## config.mk

```make
export PLATFORM = sky130hd
export DESIGN_NAME = cacheline_burst_adapter_flat
export DESIGN_NICKNAME = d
export VERILOG_FILES = /design/src/rtl/cacheline_burst_adapter_if.sv /design/src/rtl/cacheline_burst_adapter.sv /design/src/flat_wrapper.sv
export SDC_FILE = /design/constraint.sdc
export NUM_CORES = 2
export LEC_CHECK = 0
export ABC_AREA = 1
export BUFFER_PORTS_ARGS = -buffer_cell sky130_fd_sc_hd__buf_2
export CAP_MARGIN = 20
export CORE_AREA = 2 2 281 283
export CTS_CLUSTER_SIZE = 10
export DETAILED_ROUTE_END_ITERATION = 10
export DIE_AREA = 0 0 283 285
export HOLD_SLACK_MARGIN = 0.03
export MAX_ROUTING_LAYER = met4
export SLEW_MARGIN = 10
export SYNTH_ARGS = -nofsm -noshare
export SYNTH_HDL_FRONTEND = slang
export SYNTH_SLANG_ARGS = --single-unit
```

## constraint.sdc

```tcl
create_clock -name clk -period 17.99 [get_ports clk]
set_input_delay 1.799 -clock clk [delete_from_list [all_inputs] [get_ports clk]]
set_output_delay 1.799 -clock clk [all_outputs]
set_load 0.005 [all_outputs]
```

## src/rtl/cacheline_burst_adapter_if.sv

```systemverilog
// Line-side (cache) and burst-side (memory) signal bundle for the cacheline burst adapter.
// The adapter uses the slave view; the surrounding environment drives through the master view.
interface cacheline_burst_adapter_if #(
  parameter int s_line  = 256,
  parameter int s_burst = 64
);
  logic [s_line-1:0]  line_i;
  logic [s_line-1:0]  line_o;
  logic [31:0]        address_i;
  logic               read_i;
  logic               write_i;
  logic               resp_o;
  logic [s_burst-1:0] burst_i;
  logic [s_burst-1:0] burst_o;
  logic [31:0]        address_o;
  logic               read_o;
  logic               write_o;
  logic               resp_i;

  modport slave (
    input  line_i, address_i, read_i, write_i, burst_i, resp_i,
    output line_o, resp_o, burst_o, address_o, read_o, write_o
  );

  modport master (
    output line_i, address_i, read_i, write_i, burst_i, resp_i,
    input  line_o, resp_o, burst_o, address_o, read_o, write_o
  );
endinterface

```

## src/rtl/cacheline_burst_adapter.sv

```systemverilog
// Converts one cacheline read/write into a num_beats burst on the memory side and
// reassembles read beats into a full line, answering the cache with a one-cycle resp_o.
module cacheline_burst_adapter #(
  parameter int s_offset  = 5,
  parameter int s_line    = 256,
  parameter int s_burst   = 64,
  parameter int num_beats = s_line / s_burst,
  parameter int cnt_w     = $clog2(num_beats)
) (
  input logic                      clk,
  input logic                      rst,
  cacheline_burst_adapter_if.slave bus
);

  typedef enum logic [1:0] {
    IDLE     = 2'd0,
    RD_BURST = 2'd1,
    WR_BURST = 2'd2,
    DONE     = 2'd3
  } state_t;

  localparam logic [cnt_w-1:0] CNT_LAST = cnt_w'(num_beats - 1);
  localparam logic [cnt_w-1:0] CNT_ONE  = cnt_w'(1);

  state_t                            state_q, state_d;
  logic [cnt_w-1:0]                  cnt_q, cnt_d;
  logic [num_beats-1:0][s_burst-1:0] buf_q, buf_d;
  logic [31:0]                       addr_q, addr_d;
  logic [s_line-1:0]                 line_q, line_d;
  logic                              last_beat_s;

  assign last_beat_s = bus.resp_i && (cnt_q == CNT_LAST);

  // State and datapath registers; async reset drops any in-flight burst
  always_ff @(posedge clk or posedge rst) begin
    if (rst) begin
      state_q <= IDLE;
      cnt_q   <= {cnt_w{1'b0}};
      buf_q   <= {s_line{1'b0}};
      addr_q  <= 32'h0000_0000;
      line_q  <= {s_line{1'b0}};
    end else begin
      state_q <= state_d;
      cnt_q   <= cnt_d;
      buf_q   <= buf_d;
      addr_q  <= addr_d;
      line_q  <= line_d;
    end
  end

  // Next-state logic; write beats read when both requests arrive together
  always_comb begin
    state_d = state_q;
    case (state_q)
      IDLE: begin
        if (bus.write_i) begin
          state_d = WR_BURST;
        end else if (bus.read_i) begin
          state_d = RD_BURST;
        end else begin
          state_d = IDLE;
        end
      end
      RD_BURST: begin
        if (last_beat_s) begin
          state_d = DONE;
        end else begin
          state_d = RD_BURST;
        end
      end
      WR_BURST: begin
        if (last_beat_s) begin
          state_d = DONE;
        end else begin
          state_d = WR_BURST;
        end
      end
      DONE:    state_d = IDLE;
      default: state_d = IDLE;
    endcase
  end

  // Datapath: request capture, beat counter, read-beat assembly
  always_comb begin
    cnt_d  = cnt_q;
    buf_d  = buf_q;
    addr_d = addr_q;
    line_d = line_q;
    case (state_q)
      IDLE: begin
        if (bus.write_i) begin
          buf_d  = bus.line_i;
          addr_d = {bus.address_i[31:s_offset], {s_offset{1'b0}}};
          cnt_d  = {cnt_w{1'b0}};
        end else if (bus.read_i) begin
          addr_d = {bus.address_i[31:s_offset], {s_offset{1'b0}}};
          cnt_d  = {cnt_w{1'b0}};
        end else begin
          cnt_d = cnt_q;
        end
      end
      RD_BURST: begin
        if (bus.resp_i) begin
          buf_d[cnt_q] = bus.burst_i;
          cnt_d        = cnt_q + CNT_ONE;
          if (cnt_q == CNT_LAST) begin
            line_d = buf_d;
          end else begin
            line_d = line_q;
          end
        end else begin
          cnt_d = cnt_q;
        end
      end
      WR_BURST: begin
        if (bus.resp_i) begin
          cnt_d = cnt_q + CNT_ONE;
        end else begin
          cnt_d = cnt_q;
        end
      end
      DONE:    cnt_d = cnt_q;
      default: cnt_d = cnt_q;
    endcase
  end

  // Outputs decoded from registered state only
  always_comb begin
    bus.read_o    = 1'b0;
    bus.write_o   = 1'b0;
    bus.resp_o    = 1'b0;
    bus.burst_o   = {s_burst{1'b0}};
    bus.address_o = addr_q;
    bus.line_o    = line_q;
    case (state_q)
      IDLE:     bus.read_o = 1'b0;
      RD_BURST: bus.read_o = 1'b1;
      WR_BURST: begin
        bus.write_o = 1'b1;
        bus.burst_o = buf_q[cnt_q];
      end
      DONE:     bus.resp_o = 1'b1;
      default:  bus.resp_o = 1'b0;
    endcase
  end

endmodule

```

## src/flat_wrapper.sv

```systemverilog
// flat-port wrapper written by rule: the top's interface ports become plain ports
module cacheline_burst_adapter_flat 
#(
  parameter int s_offset  = 5,
  parameter int s_line    = 256,
  parameter int s_burst   = 64,
  parameter int num_beats = s_line / s_burst,
  parameter int cnt_w     = $clog2(num_beats)
)
  (clk, rst, bus_line_i, bus_address_i, bus_read_i, bus_write_i, bus_burst_i, bus_resp_i, bus_line_o, bus_resp_o, bus_burst_o, bus_address_o, bus_read_o, bus_write_o);
  cacheline_burst_adapter_if #(.s_line(s_line), .s_burst(s_burst)) bus_i ();
  input logic clk;
  input logic rst;
  input wire logic [$bits(bus_i.line_i)-1:0] bus_line_i;
  input wire logic [$bits(bus_i.address_i)-1:0] bus_address_i;
  input wire logic [$bits(bus_i.read_i)-1:0] bus_read_i;
  input wire logic [$bits(bus_i.write_i)-1:0] bus_write_i;
  input wire logic [$bits(bus_i.burst_i)-1:0] bus_burst_i;
  input wire logic [$bits(bus_i.resp_i)-1:0] bus_resp_i;
  output wire logic [$bits(bus_i.line_o)-1:0] bus_line_o;
  output wire logic [$bits(bus_i.resp_o)-1:0] bus_resp_o;
  output wire logic [$bits(bus_i.burst_o)-1:0] bus_burst_o;
  output wire logic [$bits(bus_i.address_o)-1:0] bus_address_o;
  output wire logic [$bits(bus_i.read_o)-1:0] bus_read_o;
  output wire logic [$bits(bus_i.write_o)-1:0] bus_write_o;
  assign bus_i.line_i = bus_line_i;
  assign bus_i.address_i = bus_address_i;
  assign bus_i.read_i = bus_read_i;
  assign bus_i.write_i = bus_write_i;
  assign bus_i.burst_i = bus_burst_i;
  assign bus_i.resp_i = bus_resp_i;
  assign bus_line_o = bus_i.line_o;
  assign bus_resp_o = bus_i.resp_o;
  assign bus_burst_o = bus_i.burst_o;
  assign bus_address_o = bus_i.address_o;
  assign bus_read_o = bus_i.read_o;
  assign bus_write_o = bus_i.write_o;
  cacheline_burst_adapter #(.s_offset(s_offset), .s_line(s_line), .s_burst(s_burst), .num_beats(num_beats), .cnt_w(cnt_w)) u_core (.clk(clk), .rst(rst), .bus(bus_i));
endmodule
```

-- After elaboration in Yosys (flattened, before gate mapping)
Cells that the tools add are included.
- register bits after elaboration: 548
- input port bits: 357
- word-level logic and storage cells: 53
- add/sub/neg operators: 1
- $lt $le $gt $ge: 2
- equal/unequal tests: 8
- mux-type cells: 23
- bitwise operators: 1
- reduce and logical (&&, ||, !) cells: 10
- operators with widths (operator ; count):
    $mux W256 ; 2
    $pmux W256 S2 ; 1
    $bwmux W256 ; 1
    $mux W64 ; 3
    $bmux W64 S2 ; 1
    $demux W64 S2 ; 1
    $mux W32 ; 2
    $mux W2 ; 5
    $reduce_and A3 Y1 ; 3
    $pmux W2 S4 ; 1
    $eq A2 B2 Y1 const B ; 3
    $mux W1 ; 5
    $ne A2 B2 Y1 const B ; 2
    $pmux W2 S2 ; 1
    $reduce_bool A2 Y1 ; 2
    $lt A2 B3 Y1 const B ; 1
    $ne A3 B3 Y1 const B ; 1
    $add A2 B1 Y2 const B ; 1
    $eq A2 B1 Y1 const B ; 1
    $ge A2 B1 Y1 const B ; 1
    $logic_and A1 B1 Y1 ; 2
    $logic_not A2 Y1 ; 1
    $ne A2 B1 Y1 const B ; 1
    $reduce_and A2 Y1 ; 1
    other kinds (2) ; 2

-- Logic depth before layout (Yosys ltp)
- depth in word-level cells: 7
- mapped depth: 12
- gate-level depth less buffers: 8

-- Least setup slack after synthesis
Ideal clock, no wire load.
- path kind: flip-flop to output port
- start: register u_core.cnt_q[0]
- end: output bus_burst_o[54]
- arrival time: 1.246 ns
- data required time: 16.191 ns
- slack: 14.945 ns
- stages on the path, launching flop included: 7
- path through: dfrtp_1 inv_1 clkbuf_1 clkbuf_1 nand2_1 nand3_1 a21oi_1
- cells in the longest elaborated chain, start to end: 3
- ends and longest elaborated chain (item ; RTL line ; text):
    start, declared ; cacheline_burst_adapter.sv:26 ; logic [cnt_w-1:0] cnt_q, cnt_d;
    start signal, assigned ; cacheline_burst_adapter.sv:38 ; cnt_q <= {cnt_w{1'b0}};
    start signal, assigned ; cacheline_burst_adapter.sv:44 ; cnt_q <= cnt_d;
    $bmux W64 S2 ; cacheline_burst_adapter.sv:140 ; bus.burst_o = buf_q[cnt_q];
    $mux W64 (implied by the code) ; cacheline_burst_adapter.sv:140 ;
    $mux W64 ; cacheline_burst_adapter.sv:135 ; case (state_q)
    end, declared ; flat_wrapper.sv:22 ; output wire logic [$bits(bus_i.burst_o)-1:0] bus_burst_o;
Every way passes these cells. The select of a mux whose other input is x is not followed.

-- Worst setup path in the final report
- start: register u_core.cnt_q[0]
- end: output bus_burst_o[14]
Same word-level chain as after synthesis.

==> out/summary.log <==
[worst_setup_path] critical register-to-register path endpoint u_core.bus.line_o[141]
[power] maximum resistive drop on vdd 0.130 mV
[cts] count of H-tree levels built during CTS 3
[timing] slew at the pin closest to its max-slew limit 1200 ps
[yosys] Async SR Flop Fraction 100%
[cts] CTS tree built
[timing] sum of negative setup slack 0 ps
[worst_hold_path] class of the worst hold path reg -> reg
[yosys] fraction of synthesized cell area taken by the top area cell type 44.7%
[worst_setup_path] kind of start point of the critical path flop
[global_routing] global-route congestion overflow total 0
[cells_and_area] area of all placed cells without fillers 36300 sq um
[yosys] post-synth cell types 22
[worst_setup_path] critical path's top delay family buffers and inverters
[die] height of the chip 285 um
[cts] count of hold buffers inserted by post-cts repair 0
[cts] Resized Gates After CTS 0
[yosys] mean area per synthesized cell 6.65 sq um
[yosys] total standard cell area after synthesis 30400 sq um
[die] area inside the core boundary 78000 sq um
[timing] worst clock skew 33.4 ps
[worst_setup_path] launch point of the critical path u_core.cnt_q[0]
[detailed_routing] routed wire length 123000 um
[die] initial cell density of the core 39.0%
[yosys] sequential element share of the synthesized area 44.7%
[power] standby leakage power 0.0220 uW
[cts] source-to-sink clock delay at the later pin of the worst-skew pair 630 ps
[timing] final hold viol count 0
[timing] share of the cycle needed by the critical path after routing 32.1%
[detailed_routing] via count 32300
[yosys] total number of yosys warnings 0
[cells_and_area] sequential cell area 13600 sq um
[cts] clk sink count 543
[worst_setup_path] Arr. time, crit path 3970 ps
[timing] RSZ-0062 raised after global routing no
[power] pwr/cell area 177 nW/um^2
[cts] root buffer cell sky130_fd_sc_hd__clkbuf_16
[cells_and_area] Area growth syn-to-layout 19.4%
[placed_design] input/output buffers 701
[yosys] Post-synth EDFFs 0
[detailed_routing] initial drt markers 3132
[die] number of placement rows 103
[placed_design] global placer's final weighted congestion 0.898
[timing] count of final max-slew check failures 0
[timing] Min Clock Period, post-route 5770 ps
[detailed_routing] Final ANT Viol Nets 0
[power] P_sw 3030 uW
[cells_and_area] Filler cells 8174
[worst_setup_path] slowest CP cell sky130_fd_sc_hd__dfrtp_4
[worst_setup_path] Stages on worst setup path 7
[worst_setup_path] end point of the critical path bus_burst_o[14]
[global_routing] maximum number of pins on one net before global-route repair 176
[die] area of the die 80700 sq um
[timing] Worst Hold Slack 475 ps
[timing] total of endpoints with negative setup slack in the final report 0
[placed_design] HPWL after detailed placement 76100 um
[detailed_routing] WL/cell 20.0 um
[global_routing] All-Layer GR Usage 30.5%
[yosys] dominant cells by area after synthesis sky130_fd_sc_hd__dfrtp_1, sky130_fd_sc_hd__nand2_1, sky130_fd_sc_hd__nand3_1, sky130_fd_sc_hd__o21ai_0, sky130_fd_sc_hd__inv_1
[worst_setup_path] kind of critical path reg -> out
[power] combinational group share of total power 48.1%
[power] switching share of power 47.4%
[yosys] flops & latches, synth 543
[worst_setup_path] endpoint class of the critical path output pin
[job] number of max-capacitance violations reported 0
[die] number of top-level design ports 712
[power] Seq pwr share 31.7%
[global_routing] wire length of the first global-routing pass 185000 um
[yosys] most used flip-flop cell after synthesis sky130_fd_sc_hd__dfrtp_1
[run_status] status finished clean
[worst_setup_path] Register-to-Register Path Depth 7
[yosys] synthesized instance count 4568
[power] internal power of the cells 3370 uW
[worst_setup_path] Crit Path Max Fanout 55
[worst_setup_path] worst reg-to-reg setup slack 13070 ps
[worst_setup_path] startpoint of the worst-slack reg-to-reg timing path u_core.cnt_q[0]
[worst_setup_path] cell repeated most along the worst path sky130_fd_sc_hd__buf_4
[detailed_routing] DRC violation count after routing 0
[worst_setup_path] Cell Chain, Critical Path buf_4 -> inv_4 -> buf_4 -> nand2_1 -> nand3_1 -> a21oi_1 -> buf_2
[yosys] cell type contributing the most total cell area after synthesis sky130_fd_sc_hd__dfrtp_1
[global_routing] number of antenna violations at the first check in global routing 14
[power] proportion of power drawn by the clock network 20.2%
[detailed_routing] mean number of vias per cell 5.23
[worst_setup_path] endpoint required time on the critical path 16190 ps
[die] Die W 283 um
[timing] relative slew slack 19.9%
[detailed_routing] TritonRoute pass-1 iters 6
[global_routing] number of global-route vias before repair 30100
[cts] largest buffer count on any clock path 3
[worst_setup_path] CP peak stage delay 830 ps
[cells_and_area] total area of multi-input combinational cells 14000 sq um
[cts] total CTS buffers 67
[worst_setup_path] total buffers and inverters traversed by the critical path 4
[cts] CTS clock-pin slew for the worst setup and hold paths 60 ps
[placed_design] area of placed instances 34200 sq um
[cts] Post-CTS Setup Repair Bufs 0
[cells_and_area] layout cell share with drive strength beyond 1 16.6%
[cells_and_area] Nets 5443
[timing] achievable frequency 0.173 GHz
layer usage:
| layer | routed length [um] | track usage (%) | vias up |
|---|---|---|---|
| li1 | - | - | 15200 |
| met4 | 5400 | 12.3 | 0 |
| met1 | 51800 | 40.4 | 15300 |
| met5 | 0 | - | - |
| met3 | 9540 | 4.37 | 289 |
| met2 | 56700 | 47.2 | 1509 |
worst reg2reg max path: stages, from the launching register on:
cell,delay (ps)
sky130_fd_sc_hd__dfrtp_4,830
sky130_fd_sc_hd__buf_4,740
sky130_fd_sc_hd__ha_4,600
sky130_fd_sc_hd__nand2_4,480
sky130_fd_sc_hd__nor2_4,890
sky130_fd_sc_hd__buf_4,810
sky130_fd_sc_hd__nand3_1,370
sky130_fd_sc_hd__nand2_1,120
placed cells by master (no fill, tap or decap), types with 4 or more instances in the layout:
master	instances
sky130_fd_sc_hd__buf_2	701
sky130_fd_sc_hd__ha_1	5
sky130_fd_sc_hd__clkbuf_8	4
sky130_fd_sc_hd__buf_4	38
sky130_fd_sc_hd__nand3_1	641
sky130_fd_sc_hd__conb_1	5
sky130_fd_sc_hd__clkbuf_1	15
sky130_fd_sc_hd__a21oi_1	65
sky130_fd_sc_hd__ha_4	5
sky130_fd_sc_hd__diode_2	14
sky130_fd_sc_hd__clkinv_2	8
sky130_fd_sc_hd__dfrtp_1	541
sky130_fd_sc_hd__clkinv_16	4
sky130_fd_sc_hd__inv_1	354
sky130_fd_sc_hd__o21ai_1	6
sky130_fd_sc_hd__clkbuf_16	67
sky130_fd_sc_hd__o21ai_0	279
sky130_fd_sc_hd__nand2_1	2343
metrics by stage:
stage	total power, uW	instances	utilization, %	setup slack (ps)
after global placement	5040	6055	43.8	12170
final	6410	6168	46.5	12220
after global routing	6890	6163	46.5	12120
after floorplan	3940	4572	-	1010
after CTS	6400	6152	46.4	12290
after detailed placement	5080	6055	43.8	12150
power groups by stage:
stage               registers [uW]  clock network (uW)  logic (uW)
floorplan                     1970                   0        1970
global placement              2030                   0        3010
detailed placement            2030                   0        3050
CTS                           2020                1320        3060
global route                  2080                1360        3440
finish                        2030                1290        3080
area by class of cell:
| cell class | instances | share of cell area (%) |
|---|---|---|
| clock buffers | 86 | 4.93 |
| repair buffers | 742 | 10.6 |
| inverters | 365 | 3.89 |
| clock inverters | 11 | 0.607 |
| diodes | 14 | 0.0966 |
| flip-flops and latches | 543 | 37.5 |
| multi-input cells | 3357 | 38.7 |
| well taps | 1050 | 3.62 |
kinds of logic (layout without fill, tap and decap cells):
family	after synthesis	after routing	share of synthesized area, %
AND/OR/NAND/NOR	2990	2990	39.7
buffers and inverters	672	1204	9.39
flip-flops	543	543	44.7
AO/OA/AOI/OAI	352	352	5.81
adder cells (fa/ha/maj)	10	10	0.412
other	1	19	0.0123
synth_stat cells (2+ instances only):
library cell / n
sky130_fd_sc_hd__o21ai_1: 7
sky130_fd_sc_hd__dfrtp_1: 543
sky130_fd_sc_hd__buf_2: 85
sky130_fd_sc_hd__inv_1: 357
sky130_fd_sc_hd__buf_8: 11
sky130_fd_sc_hd__buf_1: 32
sky130_fd_sc_hd__nand2_1: 2344
sky130_fd_sc_hd__a21oi_1: 65
sky130_fd_sc_hd__nand3b_1: 2
sky130_fd_sc_hd__buf_6: 3
sky130_fd_sc_hd__clkbuf_1: 157
sky130_fd_sc_hd__nand3_1: 641
sky130_fd_sc_hd__o21ai_0: 279
sky130_fd_sc_hd__ha_1: 10
sky130_fd_sc_hd__buf_4: 19
sky130_fd_sc_hd__inv_2: 7
worst min-delay path by stage:
stage,from,endpoint,depth (start not counted)
finish,u_core.buf_q[56],u_core.buf_q[56],2
global route,u_core.buf_q[209],u_core.buf_q[209],2
CTS,u_core.buf_q[85],u_core.buf_q[85],2
detailed placement,u_core.buf_q[85],u_core.buf_q[85],2
global placement,u_core.buf_q[131],u_core.buf_q[131],2
floorplan,u_core.buf_q[0],u_core.buf_q[0],2
sequential cells by signal, summed over array words and instances, names as in the netlist:
register and flops:
u_core.buf_q 256, u_core.bus.address_o 27, u_core.bus.line_o 256, u_core.cnt_q 2, u_core.state_q 2
No activity file was read; power rests on OpenSTA's default activity.
